## config.mk

```make
export PLATFORM = sky130hd
export DESIGN_NAME = fetch_prefetch
export DESIGN_NICKNAME = d
export VERILOG_FILES = /design/src/rtl/core_pkg.sv /design/src/rtl/sync_fifo.sv /design/src/rtl/fetch_prefetch.sv
export SDC_FILE = /design/constraint.sdc
export NUM_CORES = 1
export LEC_CHECK = 0
export ABC_CLOCK_PERIOD_IN_PS = 11980
export BUFFER_PORTS_ARGS = -buffer_cell sky130_fd_sc_hd__clkbuf_2
export CAP_MARGIN = 20
export CORE_MARGIN = 2
export CORE_UTILIZATION = 30
export CTS_BUF_LIST = sky130_fd_sc_hd__clkbuf_8 sky130_fd_sc_hd__clkbuf_16
export DETAILED_ROUTE_END_ITERATION = 8
export PLACE_DENSITY = 0.44
export SYNTH_ARGS = -nofsm -noshare
export SYNTH_HDL_FRONTEND = slang
export SYNTH_HIERARCHICAL = 1
export SYNTH_SLANG_ARGS = --single-unit
```

## constraint.sdc

```tcl
create_clock -name clk_i -period 11.98 [get_ports clk_i]
set_clock_uncertainty 0.15 [all_clocks]
set_input_delay 2.995 -clock clk_i [delete_from_list [all_inputs] [get_ports clk_i]]
set_output_delay 2.995 -clock clk_i [all_outputs]
set_load 0.1 [all_outputs]
```

## src/rtl/core_pkg.sv

```systemverilog
// Shared core definitions: default widths, NOP encoding, fetch alignment and fetch-queue entry.
package core_pkg;

   localparam int XLEN = 32;
   localparam int ILEN = 32;
   localparam logic [31:0] INST_NOP = 32'h0000_0013;
   localparam int INST_ALIGN = 4;

   typedef struct packed {
      logic [ILEN-1:0] inst;
      logic [XLEN-1:0] pc;
   } fq_entry_t;

endpackage

```

## src/rtl/sync_fifo.sv

```systemverilog
// Generic synchronous FIFO with flush; flush and reset both empty it, flush wins over push/pop.
module sync_fifo #(
   parameter int WIDTH = 8,
   parameter int DEPTH = 4
) (
   input  logic                     clk_i,
   input  logic                     rst_n_i,
   input  logic                     push_i,
   input  logic [WIDTH-1:0]         push_dat_i,
   input  logic                     pop_i,
   input  logic                     flush_i,
   output logic [WIDTH-1:0]         pop_dat_o,
   output logic [$clog2(DEPTH):0]   count_o,
   output logic                     empty_o,
   output logic                     full_o
);

   localparam int AW = $clog2(DEPTH);
   localparam int CW = AW + 1;

   logic [WIDTH-1:0] r_mem [DEPTH];
   logic [AW-1:0]    r_wr_ptr;
   logic [AW-1:0]    r_rd_ptr;
   logic [CW-1:0]    r_count;
   logic             w_push;
   logic             w_pop;

   assign empty_o   = (r_count == '0);
   assign full_o    = (r_count == CW'(DEPTH));
   assign w_push    = push_i & ~full_o;
   assign w_pop     = pop_i & ~empty_o;
   assign count_o   = r_count;
   assign pop_dat_o = r_mem[r_rd_ptr];

   always_ff @(posedge clk_i) begin
      if (!rst_n_i || flush_i) begin
         r_wr_ptr <= '0;
         r_rd_ptr <= '0;
         r_count  <= '0;
      end else begin
         if (w_push) r_wr_ptr <= r_wr_ptr + 1'b1;
         if (w_pop)  r_rd_ptr <= r_rd_ptr + 1'b1;
         r_count <= r_count + {{AW{1'b0}}, w_push} - {{AW{1'b0}}, w_pop};
      end
   end

   // Storage is not reset; pointers and count alone define validity.
   always_ff @(posedge clk_i) begin
      if (rst_n_i && !flush_i && w_push) r_mem[r_wr_ptr] <= push_dat_i;
   end

endmodule

```

## src/rtl/fetch_prefetch.sv

```systemverilog
// Instruction fetch front end with a DEPTH-entry prefetch queue; redirect flushes and restarts.
// Define FETCH_PREFETCH_BYPASS_EN to present a response directly to decode when the queue is empty.
module fetch_prefetch #(
   parameter int               XLEN     = core_pkg::XLEN,
   parameter int               ILEN     = core_pkg::ILEN,
   parameter int               DEPTH    = 4,
   parameter logic [XLEN-1:0]  RESET_PC = '0
) (
   input  logic             clk_i,
   input  logic             rst_n_i,
   output logic             im_req_o,
   output logic [XLEN-1:0]  im_addr_o,
   input  logic             im_busy_i,
   input  logic [ILEN-1:0]  im_dout_i,
   input  logic             redirect_i,
   input  logic [XLEN-1:0]  redirect_pc_i,
   output logic             inst_valid_o,
   output logic [ILEN-1:0]  inst_o,
   output logic [XLEN-1:0]  inst_pc_o,
   input  logic             inst_ready_i
);

   import core_pkg::*;

   localparam int AW = $clog2(DEPTH);
   localparam int CW = AW + 1;

   logic [XLEN-1:0]      r_pc;
   logic [XLEN-1:0]      r_rsp_pc;
   logic                 r_inflight;

   logic [CW-1:0]        w_count;
   logic [CW:0]          w_credit_use;
   logic                 w_empty;
   logic                 w_unused_full;
   logic [1:0]           w_unused_rpc;
   logic                 w_accept;
   logic                 w_rsp_vld;
   logic                 w_push;
   logic                 w_pop;
   logic [ILEN-1:0]      w_head_inst;
   logic [XLEN-1:0]      w_head_pc;

   assign w_unused_rpc = redirect_pc_i[1:0];

   // Conservative credit: slots are reserved for queued entries plus the outstanding fetch.
   assign w_credit_use = {1'b0, w_count} + {{CW{1'b0}}, r_inflight};
   assign im_req_o     = rst_n_i & ~redirect_i & (w_credit_use < (CW+1)'(DEPTH));
   assign im_addr_o    = r_pc;
   assign w_accept     = im_req_o & ~im_busy_i;
   assign w_rsp_vld    = r_inflight & ~redirect_i;

   always_ff @(posedge clk_i) begin
      if (!rst_n_i) begin
         r_pc       <= RESET_PC;
         r_rsp_pc   <= '0;
         r_inflight <= 1'b0;
      end else begin
         r_inflight <= w_accept;
         if (redirect_i) begin
            r_pc <= {redirect_pc_i[XLEN-1:2], 2'b00};
         end else if (w_accept) begin
            r_pc     <= r_pc + XLEN'(INST_ALIGN);
            r_rsp_pc <= r_pc;
         end
      end
   end

`ifdef FETCH_PREFETCH_BYPASS_EN
   logic w_byp;
   assign w_byp        = w_empty & w_rsp_vld;
   assign inst_valid_o = (~w_empty | w_rsp_vld) & ~redirect_i;
   assign w_push       = w_rsp_vld & ~(w_byp & inst_ready_i);
   assign w_pop        = ~w_empty & inst_valid_o & inst_ready_i;

   always_comb begin
      inst_o    = '0;
      inst_pc_o = '0;
      if (inst_valid_o) begin
         inst_o    = w_empty ? im_dout_i : w_head_inst;
         inst_pc_o = w_empty ? r_rsp_pc  : w_head_pc;
      end
   end
`else
   assign inst_valid_o = ~w_empty & ~redirect_i;
   assign w_push       = w_rsp_vld;
   assign w_pop        = inst_valid_o & inst_ready_i;

   always_comb begin
      inst_o    = '0;
      inst_pc_o = '0;
      if (inst_valid_o) begin
         inst_o    = w_head_inst;
         inst_pc_o = w_head_pc;
      end
   end
`endif

   sync_fifo #(
      .WIDTH (ILEN + XLEN),
      .DEPTH (DEPTH)
   ) u_queue (
      .clk_i      (clk_i),
      .rst_n_i    (rst_n_i),
      .push_i     (w_push),
      .push_dat_i ({im_dout_i, r_rsp_pc}),
      .pop_i      (w_pop),
      .flush_i    (redirect_i),
      .pop_dat_o  ({w_head_inst, w_head_pc}),
      .count_o    (w_count),
      .empty_o    (w_empty),
      .full_o     (w_unused_full)
   );

endmodule

```

; Word level (Yosys, flattened, before mapping)
; Memories as Yosys holds them, arrays and structs flattened. A register that Yosys moved wholly into a read port is not among the register bits.
; Index checks and enable logic that the tools add are counted.
[word_totals]
input_bits = 69
ff_bits = 72
memories = 1
word_cells = 46
output_inout_bits = 98
ramBits = 256
[classes]
muxes = 8
eq_ne = 1
n_reduce_logical = 9
n_lt_le_gt_ge = 1
bitwise = 13
addsub = 6
[memory_table]
columns = name, depth, width, rd, rd_clocked_by_memory_dff, wr, line_no
row1 = u_queue.r_mem, 4, 64, 1, 1, 1, sync_fifo.sv:21  ; logic [WIDTH-1:0] r_mem [DEPTH];
[op_table]
columns = cell, n
row1 = 32-bit two-way mux, 4
row2 = 32-bit by 3-bit adder with 32-bit output (second input constant), 1
row3 = 1-bit bitwise AND, 8
row4 = 1-bit inverter, 5
row5 = 2-bit by 1-bit adder with 2-bit output (second input constant), 2
row6 = 3-bit by 1-bit adder with 4-bit output, 1
row7 = 4-bit by 3-bit less-than comparator with 1-bit output (second input constant), 1
row8 = 2-bit two-way mux, 2
row9 = 3-bit by 1-bit adder with 3-bit output, 1
row10 = 3-bit == test (second input constant), 1
row11 = 3-bit zero test, 1
row12 = 3-bit by 1-bit subtractor with 3-bit output, 1
row13 = 1-bit logical AND, 2
row14 = 1-bit zero test, 2
row15 = 1-bit two-way mux, 2
row16 = 2-bit AND reduction, 1
row17 = 2-bit nonzero test, 1
row18 = 2-bit OR reduction, 1
row19 = 1-bit logical OR, 1

; Longest topological paths before layout
; Gate-level depths: netlist of the first run.
[logic_depth]
ltp_word = 7
ltp_mapped = 12
depth_no_buf = 11

; By module
; The synthesis of the first run kept the hierarchy.
[by_module_without_submodules]
columns = module, cells_per_inst, seq_area_each_um2, area_per_inst_um2, instances
row1 = sync_fifo, 386, 7867.5, 9786.9, 1
row2 = fetch_prefetch, 432, 1221.2, 3283.1, 1

; Worst setup path before layout of the first run
; OpenSTA, ideal clock, no wires.
[synth_path]
kind = input to output
startpoint = input rst_n_i
endpoint = output im_req_o
t_required_ps = 8835
arrival_ps = 5698
path_buffers = 1
cell_stages = 3
path_slack_ps = 3137
path_cell_list = clkbuf_1 > nand2b_1 > a311oi_1
[synth_via]
elab_chain_cells = 2
[synth_rtl]
columns = element, line_no
row1 = start: declaration, fetch_prefetch.sv:10  ; input logic rst_n_i,
row2 = 1-bit bitwise AND (2 in series), fetch_prefetch.sv:48  ; assign im_req_o = rst_n_i & ~redirect_i & (w_credit_use < (CW+1)'(DEPTH));
row3 = end: declaration, fetch_prefetch.sv:11  ; output logic im_req_o,
; No other way between the ends.

; Final worst setup path of the first run
[layout_path]
startpoint = input redirect_i
endpoint = output inst_pc_o[12]
[layout_via]
elab_chain_cells = 3
[layout_rtl]
columns = element, line_no
row1 = start: declaration, fetch_prefetch.sv:15  ; input logic redirect_i,
row2 = 1-bit inverter (no line), --
row3 = 1-bit bitwise AND, fetch_prefetch.sv:85  ; assign inst_valid_o = ~w_empty & ~redirect_i;
row4 = 32-bit two-way mux, fetch_prefetch.sv:92  ; if (inst_valid_o) begin
row5 = end: declaration, fetch_prefetch.sv:19  ; output logic [XLEN-1:0] inst_pc_o,
; No other way between the ends.

==> out/summary.md, run 1 <==
Along the worst path, the maximum fanout reaches 53. The source-to-sink clock delay at the later pin of the worst-skew pair is 0.54 ns. The hold violation count in the final report is 0, and the count of max-cap constraint violations is 0.

By area, the combinational part of the netlist is dominated by multiplexers. The region available for standard cell placement spans 43100 µm². The final-report max-slew violation count was 0; the synthesized area was 13100 µm². For the number of distinct standard cells referenced by the synthesized netlist, the log shows 59. The detailed router placed 7391 vias in this run. Startpoint of the tightest hold check path: u_queue/r_rd_ptr[0]. The analysis attributes to cell leakage a power of 5.41 nW. In the routed design, unresolved DRC markers number 0. In this run the core area contains 76 standard-cell rows.

The share of post-route cells with drive strength above 1 was 0.295; the CTS buffer count was 38. The global placer's final weighted congestion came out at 0.704. Total power per unit cell area: 155 nW/µm². Synthesis produced a netlist whose cell count is 818.

The run gives 7576 as the number of global-route vias before repair. Path type of the worst min-delay path: flip-flop to flip-flop. The number of endpoints failing setup at the final stage is 0.

The Yosys warning count was 6; the count of nets after finishing was 1071. In this run the worst setup path begins at redirect_i. By area the synthesized netlist is led by sky130_fd_sc_hd__edfxtp_1 59%, sky130_fd_sc_hd__mux4_2 11%, sky130_fd_sc_hd__dfxtp_1 11%.

The share of cell area taken by muxes after synthesis came out at 0.115. The critical path goes through clkbuf_2 > buf_4 > nor2_4 > buf_4 > and2_1 > clkbuf_2. The synthesized-area fraction occupied by ao, oa, aoi and oai cells came out at 0.0432. The commonest cells after synthesis are 256 x sky130_fd_sc_hd__edfxtp_1, 78 x sky130_fd_sc_hd__nand2_1, 70 x sky130_fd_sc_hd__and2_1, 70 x sky130_fd_sc_hd__dfxtp_1, 64 x sky130_fd_sc_hd__mux4_2.

The tools report the total congestion overflow as 0. The final period utilization works out to 0.675. The initial antenna violation count was 0. For this run, the leading register cell type out of synthesis is sky130_fd_sc_hd__edfxtp_1. The async set or reset register ratio after synthesis came out at 0. For this run, the slowest stage of the critical path takes 0.54 ns. The clock drives 326 sinks. Relative to the synthesized area, the layout overhead comes to 19.4%. Data arrives at the worst endpoint at 4.94 ns. In the final layout, the multi-input gates occupy 3690 µm².

In this run, post-CTS repair resized a total of 0 instances. The worst relative slew slack is 0.288, and the horizontal die dimension is 213 µm. Overall fraction of global-route tracks in use: 0.137.

In this design, the largest share of critical-path delay is due to buffers and inverters. Of all cell types, the one taking the most synthesized area is sky130_fd_sc_hd__edfxtp_1. The total setup buffers inserted after CTS is 0.

The floorplan step set the die height to 213 µm. The antenna diode count is 0. The adder-cell area share of the yosys netlist was 0.00823.

The final period demand of the worst path was 8.09 ns. For the maximum VDD drop, the log shows 78.0 µV. The flow ran to the end, and the final reports show no timing, DRC or antenna violations. For the final routed database, the setup TNS stands at 0 ns. Total power for the finished layout comes to 2.42 mW.

The post-synthesis share of cell area spent on xor and xnor gates is 0.0107, and the sequential cell area is 9100 µm². For this design the top-level I/O count stands at 167. The beginning of the worst register-to-register path is u_queue/count_o[1]. The kind of capture point of the worst setup path was an output pin. Setup repair after global routing left no endpoint under its margin.

In this run, synthesis inferred 256 flip-flops with an integrated enable. The clock tree root buffer cell was sky130_fd_sc_hd__clkbuf_16. The proportion of synthesized chip area in sequential cells was 0.695; the starting DRC count in detailed routing was 354. The category of the worst setup path launch point was an input port.

The first global-routing pass estimated 46400 µm of wire. Number of register bits inferred by synthesis: 326. Slew at the pin with the worst max-slew slack: 1.07 ns.

The average instance in the mapped netlist occupies 16.0 µm². After detailed routing, the total wire length is 30700 µm. Buffers inserted to repair hold after CTS numbered 0.

The maximum number of pins on one net before global-route repair is 65, and the maximum clock path buffer count is 3. The tools report the starting density of the core as 0.303. The post-detailed-route wirelength per cell is 19.1 µm, and the number of buffer and inverter stages on the critical path is 4. TritonCTS built the clock tree.

The critical path is of the input port to output pin type. After clock tree synthesis, the clock-pin slew on the worst setup and hold paths is 0.05 ns. The half-perimeter wire length after placement was 18400 µm; the portion of synthesized cell area occupied by the leading cell type was 0.588. The largest individual stage delay along the critical path comes from the cell sky130_fd_sc_hd__buf_4. The run gives 45300 µm² as the area of the die.

Counting the fill cells in the layout gives 4188. Port buffering added 162 buffers. For the worst setup path, the data required time is 8.84 ns.

The logs give 2 for the maximum level of the CTS H-tree and 6 for the iteration count of the initial detailed-routing pass. Yosys instantiated no cell more often than sky130_fd_sc_hd__edfxtp_1. The post-synthesis share of cell area spent on and, or, nand and nor gates was 0.101; the post-detailed-route count of antenna-violating nets was 0. For this run, the top clock speed supported by timing is 124 MHz. After detailed routing, the number of vias per cell comes to 4.60.
==> metal layers <==
layer  part of all wire  up-vias  global-route usage
met5                  0        -                   0
met4              0.019        0              0.0427
met3              0.057       45              0.0325
met2               0.45      181               0.214
met1               0.47     3682               0.189
li1                   -     3483                   -
==> through the flow <==
step,std cells,utilization,hold slack [ns],area (µm²),setup slack (ns)
finish,1606,0.362,0.331,15600,3.89
global route,1606,0.362,0.379,15600,3.69
CTS,1606,0.362,0.335,15600,3.78
detailed placement,1539,0.335,0.320,14400,3.78
global placement,1539,0.335,0.320,14400,3.79
floorplan,827,-,0.309,13100,3.14
==> final cells by class <==
cell class	instances	share of cell area
Sequential cell	326	0.583
Multi-Input combinational cell	444	0.237
Clock buffer	41	0.0658
Inverter	14	0.00353
Timing Repair Buffer	170	0.0558
Clock inverter	26	0.00810
Tap cell	585	0.0469
==> layout by cell type, fill, tap and decap left out, types with 2 or more instances in the layout <==
cell type	count
sky130_fd_sc_hd__o21ai_0	13
sky130_fd_sc_hd__nand2_1	78
sky130_fd_sc_hd__clkinv_2	4
sky130_fd_sc_hd__dfxtp_1	68
sky130_fd_sc_hd__mux2_1	2
sky130_fd_sc_hd__clkbuf_2	162
sky130_fd_sc_hd__o22ai_1	4
sky130_fd_sc_hd__a2bb2oi_1	2
sky130_fd_sc_hd__nor2_1	24
sky130_fd_sc_hd__o211ai_1	2
sky130_fd_sc_hd__mux4_2	64
sky130_fd_sc_hd__nand2b_1	2
sky130_fd_sc_hd__a32oi_1	4
sky130_fd_sc_hd__xor2_1	12
sky130_fd_sc_hd__buf_4	8
sky130_fd_sc_hd__ha_1	7
sky130_fd_sc_hd__edfxtp_1	256
sky130_fd_sc_hd__clkinv_1	9
sky130_fd_sc_hd__nor4_1	2
sky130_fd_sc_hd__and3_1	6
sky130_fd_sc_hd__clkbuf_16	41
sky130_fd_sc_hd__inv_1	26
sky130_fd_sc_hd__nor2b_1	3
sky130_fd_sc_hd__a22oi_1	2
sky130_fd_sc_hd__nor3_2	3
sky130_fd_sc_hd__and2_1	70
sky130_fd_sc_hd__nor3_1	4
sky130_fd_sc_hd__mux2i_1	4
sky130_fd_sc_hd__conb_1	10
sky130_fd_sc_hd__a21oi_1	54
sky130_fd_sc_hd__o21ai_1	2
sky130_fd_sc_hd__nand4_1	22
sky130_fd_sc_hd__and4_1	2
sky130_fd_sc_hd__nand3_1	17
sky130_fd_sc_hd__dfxtp_4	2
sky130_fd_sc_hd__and3_4	4
sky130_fd_sc_hd__xnor2_1	4
==> kinds of logic (layout without fill, tap and decap cells) <==
kind of cell,after synthesis,in the layout
flops,326,326
xor+xnor,16,16
compound gates,93,93
other cells,1,10
buf+inv,57,251
mux,70,70
simple gates,247,247
fa+ha+maj,8,8
==> flip-flops by register name (all words and copies together) (netlist names), named ones only <==
| signal | flops |
|---|---|
| u_queue/count_o | 3 |
| u_queue/r_mem | 256 |
| im_addr_o | 30 |
| r_rsp_pc | 30 |
| r_inflight | 1 |
| u_queue/r_rd_ptr | 2 |
| u_queue/r_wr_ptr | 2 |
==> power by group <==
group | switching [mW] | total (mW) | internal [mW]
clock | 0.436 | 1.07 | 0.631
sequential | 0.0155 | 1.24 | 1.22
combinational | 0.0934 | 0.118 | 0.0250
total | 0.545 | 2.42 | 1.88
==> tightest hold or removal path, cell delays in order (launching register included) <==
cell                      delay (ns)
sky130_fd_sc_hd__dfxtp_1        0.32
sky130_fd_sc_hd__nand2_1        0.06
sky130_fd_sc_hd__o21ai_0        0.06
==> worst paths after layout <==
kind	cells past startpoint	to	slack [ns]
hold reg to reg	2	flip-flop	0.33
setup reg to reg	6	im_addr_o[4]	8.25
hold / removal	2	flip-flop	0.33
setup / recovery	6	inst_pc_o[12]	3.89
No activity file was read; power rests on OpenSTA's default activity.
==> inputs of run 2 (changes only) <==
--- a/config.mk
+++ b/config.mk
@@ -5,7 +5,8 @@
 export SDC_FILE = /design/constraint.sdc
 export NUM_CORES = 1
 export LEC_CHECK = 0
-export ABC_CLOCK_PERIOD_IN_PS = 11980
+export ABC_AREA = 1
+export ABC_CLOCK_PERIOD_IN_PS = 8290
 export BUFFER_PORTS_ARGS = -buffer_cell sky130_fd_sc_hd__clkbuf_2
 export CAP_MARGIN = 20
 export CORE_MARGIN = 2
==> constraint.sdc (replaced) <==
create_clock -name clk_i -period 8.29 [get_ports clk_i]
set_clock_uncertainty 0.15 [all_clocks]
set_input_delay 2.0725 -clock clk_i [delete_from_list [all_inputs] [get_ports clk_i]]
set_output_delay 2.0725 -clock clk_i [all_outputs]
set_load 0.1 [all_outputs]
==> run 2 against run 1 <==
Net effect:
- non-clock buffer count up 9
- worst hold slack better by 0.010 ns
- total power up 45%
- final cell count up 34%
- critical path depth unchanged
- die area up 5.6%
- sequential share of layout area down 2.4 points
- clock power up 43%
- sequential power up 45%
- synthesized cell count up 67%
- final area up 4.3%
- critical path type unchanged
- highest routed layer unchanged
==> out/summary.md, run 2 <==
The run finished with clean final reports. The most numerous cell on the critical path is sky130_fd_sc_hd__clkbuf_2. Most repeated cell in the gate-level netlist after synthesis: sky130_fd_sc_hd__nor2_1 (was sky130_fd_sc_hd__edfxtp_1). Commonest cells in the synthesized netlist: 259 x sky130_fd_sc_hd__nor2_1, 256 x sky130_fd_sc_hd__edfxtp_1, 194 x sky130_fd_sc_hd__nand2_1, 142 x sky130_fd_sc_hd__inv_1, 99 x sky130_fd_sc_hd__o21ai_0 (was 256 x sky130_fd_sc_hd__edfxtp_1, 78 x sky130_fd_sc_hd__nand2_1, 70 x sky130_fd_sc_hd__and2_1, 70 x sky130_fd_sc_hd__dfxtp_1, 64 x sky130_fd_sc_hd__mux4_2). The number of endpoints failing setup at the final stage came out at 0 (unchanged). The post-detailed-route count of antenna-violating nets was 0 (unchanged). TritonCTS built the clock tree. For the number of cells in the finished layout apart from fillers, the log shows 2146 (was 1606). The proportion of synthesized chip area in sequential cells was 0.658 (was 0.695).

The async set or reset register ratio after synthesis was 0 (unchanged); the global-route wire length before repair was 54600 µm (was 46400 µm). The cts-stage hold buffer count is 0 (unchanged), and the post-detailed-route wirelength per cell is 16.6 µm (was 19.1 µm). The share of post-route cells with drive strength above 1 was 0.160 (was 0.295). The area of the die is 47800 µm² (was 45300 µm²), and the iteration count of the initial detailed-routing pass is 5 (was 6). The instance count along the most critical hold path came out at 2 (unchanged). The post-route cell area was 16300 µm² (was 15600 µm²). For the initial antenna violation count, the log shows 0 (unchanged). For the count of unresolved DRC violations after routing, the log shows 0 (unchanged).

The horizontal die dimension is 219 µm (was 213 µm), and the worst endpoint required time is 6.07 ns (was 8.84 ns). The peak fanout along the critical path is 40 (was 53), and the per-instance average area after synthesis is 10.1 µm² (was 16.0 µm²). The cell type with the highest aggregate area in the netlist is sky130_fd_sc_hd__edfxtp_1 (unchanged). The number of cells traversed by the worst register-to-register path was 15 (was 6).

The run gives 0 (unchanged) as the count of max-cap constraint violations. The tools report the final-report max-slew violation count as 0 (unchanged). Vertical die dimension: 219 µm (was 213 µm). Portion of synthesized cell area occupied by the leading cell type: 0.556 (was 0.588). Flip-flop count of the largest register after layout: 256 (unchanged).

The total wire length was 35600 µm (was 30700 µm); the number of flops mapped to enable cells by yosys was 256 (unchanged). The critical path class is input port to output pin (unchanged). The worst-case setup margin in the final layout was 2.31 ns (was 3.89 ns).

The logs give 4642 (was 4188) for the fill cell instance count of the final layout and 0 ns (unchanged) for the final-layout setup total negative slack. For the placed instance count, the log shows 2077 (was 1539). The maximum number of pins on one net before global-route repair was 95 (was 65); the count of nets after finishing was 1594 (was 1071). The data arrival time of the critical path was 3.76 ns (was 4.94 ns); the flop-to-flop setup slack was 5.20 ns (was 8.25 ns). Number of global-route vias before repair: 9420 (was 7576).

The tools report the number of distinct standard cells referenced by the synthesized netlist as 32 (was 59). Standard cell with the maximum stage delay on the critical path: sky130_fd_sc_hd__inv_2 (was sky130_fd_sc_hd__buf_4). Leading cell types by total area after synthesis: sky130_fd_sc_hd__edfxtp_1 56%, sky130_fd_sc_hd__dfxtp_1 10%, sky130_fd_sc_hd__nor2_1 7.0% (was sky130_fd_sc_hd__edfxtp_1 59%, sky130_fd_sc_hd__mux4_2 11%, sky130_fd_sc_hd__dfxtp_1 11%). The final period utilization works out to 0.722. The startpoint of the tightest hold check path was u_queue/r_rd_ptr[0] (unchanged). The register with the highest flop count is u_queue/r_mem (unchanged). Hold violation count in the final report: 0 (unchanged).

The path with the worst hold slack has its endpoint at u_queue/r_rd_ptr[0]. The post-synthesis to final-layout area growth works out to 17.8% (was 19.4%). Setup repair after global routing left no endpoint under its margin. The most instantiated flip-flop cell in the synthesis netlist is sky130_fd_sc_hd__edfxtp_1 (unchanged). The Yosys warning count is 6 (unchanged), and the antenna diode count is 0 (unchanged). The peak per-stage delay on the critical path came out at 0.44 ns (was 0.54 ns).

The number of register bits inferred by synthesis came out at 326 (unchanged). The path type of the worst min-delay path was flip-flop to flip-flop (unchanged). The final period demand of the worst path works out to 5.98 ns. For the starting density of the core, the log shows 0.305 (was 0.303). Core area: 45400 µm² (was 43100 µm²). Clock tree root buffer cell: sky130_fd_sc_hd__clkbuf_16 (unchanged). The most frequent standard cell in the layout excluding fill and tap cells was sky130_fd_sc_hd__edfxtp_1 (unchanged). The maximum clock path buffer count is 3 (unchanged). The per-cell via count in the routed design works out to 4.54 (was 4.60). The number of sinks on the clock net was 326 (unchanged); the cell area reported after detailed placement was 15100 µm² (was 14400 µm²). The tools report the beginning of the worst register-to-register path as u_queue/count_o[1] (unchanged). The total congestion overflow is 0 (unchanged), and the register clock-pin slew on the reported worst setup and hold paths is 0.06 ns (was 0.05 ns). The fmax was 167 MHz; the slew at the pin with the worst max-slew slack was 1.00 ns (was 1.07 ns). For the total setup buffers inserted after CTS, the log shows 0 (unchanged). The logs give 2 (unchanged) for the maximum level of the CTS H-tree and 78 (was 76) for the number of cell rows. The run gives 21500 µm (was 18400 µm) as the half-perimeter wire length after placement. Worst reg2reg path endpoint: u_queue/count_o[2] (was im_addr_o[4]).

For the count of cells resized by post-cts repair, the log shows 0 (unchanged). The tools report the starting DRC count in detailed routing as 477 (was 354). The post-route total power is 3.51 mW (was 2.42 mW), and the CTS buffer count is 38 (unchanged). The via count is 9752 (was 7391), and the number of cells produced by synthesis is 1362 (was 818). Top library cells by usage in the layout, fill and taps aside: 256 x sky130_fd_sc_hd__edfxtp_1, 255 x sky130_fd_sc_hd__nor2_1, 194 x sky130_fd_sc_hd__nand2_1 (was 256 x sky130_fd_sc_hd__edfxtp_1, 162 x sky130_fd_sc_hd__clkbuf_2, 78 x sky130_fd_sc_hd__nand2_1). Source-to-sink clock delay at the later pin of the worst-skew pair: 0.54 ns (about the same).

The count of buffers from port buffering was 162 (unchanged). The run gives 0.784 (was 0.704) as the global placer's final weighted congestion. The kind of capture point of the worst setup path is an output pin (unchanged).

The synthesized area came out at 13800 µm² (was 13100 µm²). The static leakage power was 6.28 nW (was 5.41 nW). Crit-path cells: clkbuf_2 > inv_2 > nor3_4 > nand2_1 > inv_1 > clkbuf_2 (was clkbuf_2 > buf_4 > nor2_4 > buf_4 > and2_1 > clkbuf_2).

The number of top-level design ports was 167 (unchanged). For the post-placement setup slack, the log shows 2.24 ns (was 3.78 ns). Category of the worst setup path launch point: an input port (unchanged). The overall fraction of global-route tracks in use is 0.150 (was 0.137), and the maximum VDD drop is 101 µV (was 78.0 µV). The total power per unit cell area was 216 nW/µm² (was 155 nW/µm²); the worst relative slew slack was 0.330 (was 0.288).
-- run 2: power breakdown --
part | leakage, nW | total [mW] | internal [mW] | switching [mW]
clock | 0.595 | 1.53 | 0.883 | 0.644
sequential | 2.74 | 1.80 | 1.77 | 0.0252
combinational | 2.95 | 0.184 | 0.0388 | 0.145
-- run 2: metal layers --
| metal | vias up | global-route usage | routed length, µm |
|---|---|---|---|
| li1 | 4921 | - | - |
| met1 | 4570 | 0.206 | 17000 |
| met2 | 210 | 0.241 | 16100 |
| met3 | 51 | 0.0232 | 1600 |
| met4 | 0 | 0.0503 | 864 |
| met5 | - | 0 | 0 |
-- run 2: cell type report --
type | count | area (µm²) | share of cell area
Clock inverter | 30 | 169 | 0.0104
Inverter | 146 | 551 | 0.0338
Tap cell | 600 | 751 | 0.0461
Multi-Input combinational cell | 826 | 3800 | 0.233
Sequential cell | 326 | 9090 | 0.559
Clock buffer | 39 | 976 | 0.0600
Timing Repair Buffer | 179 | 938 | 0.0577
-- run 2: worst max-delay path, delay by kind of cell --
family	cells	cell delay [ns]
buffers and inverters	4	1.31
and+or+nand+nor	2	0.36
-- run 2: worst max path at each step --
stage / startpoint / end / slack [ns] / depth (start not counted)
final: rst_n_i / im_req_o / 2.31 / 6
after global routing: rst_n_i / im_req_o / 2.14 / 6
after CTS: rst_n_i / im_req_o / 2.23 / 6
after detailed placement: rst_n_i / im_req_o / 2.24 / 6
after global placement: rst_n_i / im_req_o / 2.23 / 6
after floorplan: redirect_i / inst_o[0] / 0.72 / 6
-- run 2: cells by family (layout without fill, tap and decap cells) --
kind of cell	count (synthesis)	in the layout	synth area share
AO/OA/AOI/OAI	282	282	0.109
XOR/XNOR	5	5	0.00317
adder cells (fa/ha/maj)	8	8	0.00779
buffers and inverters	219	394	0.0723
flip-flops	326	326	0.658
other	1	10	0.000271
AND/OR/NAND/NOR	521	521	0.150
-- run 2: stage by stage --
stage | utilization | hold WS (ns)
after floorplan | - | 0.298
final | 0.359 | 0.341
after global routing | 0.359 | 0.375
after detailed placement | 0.333 | 0.335
after CTS | 0.359 | 0.351
after global placement | 0.333 | 0.319
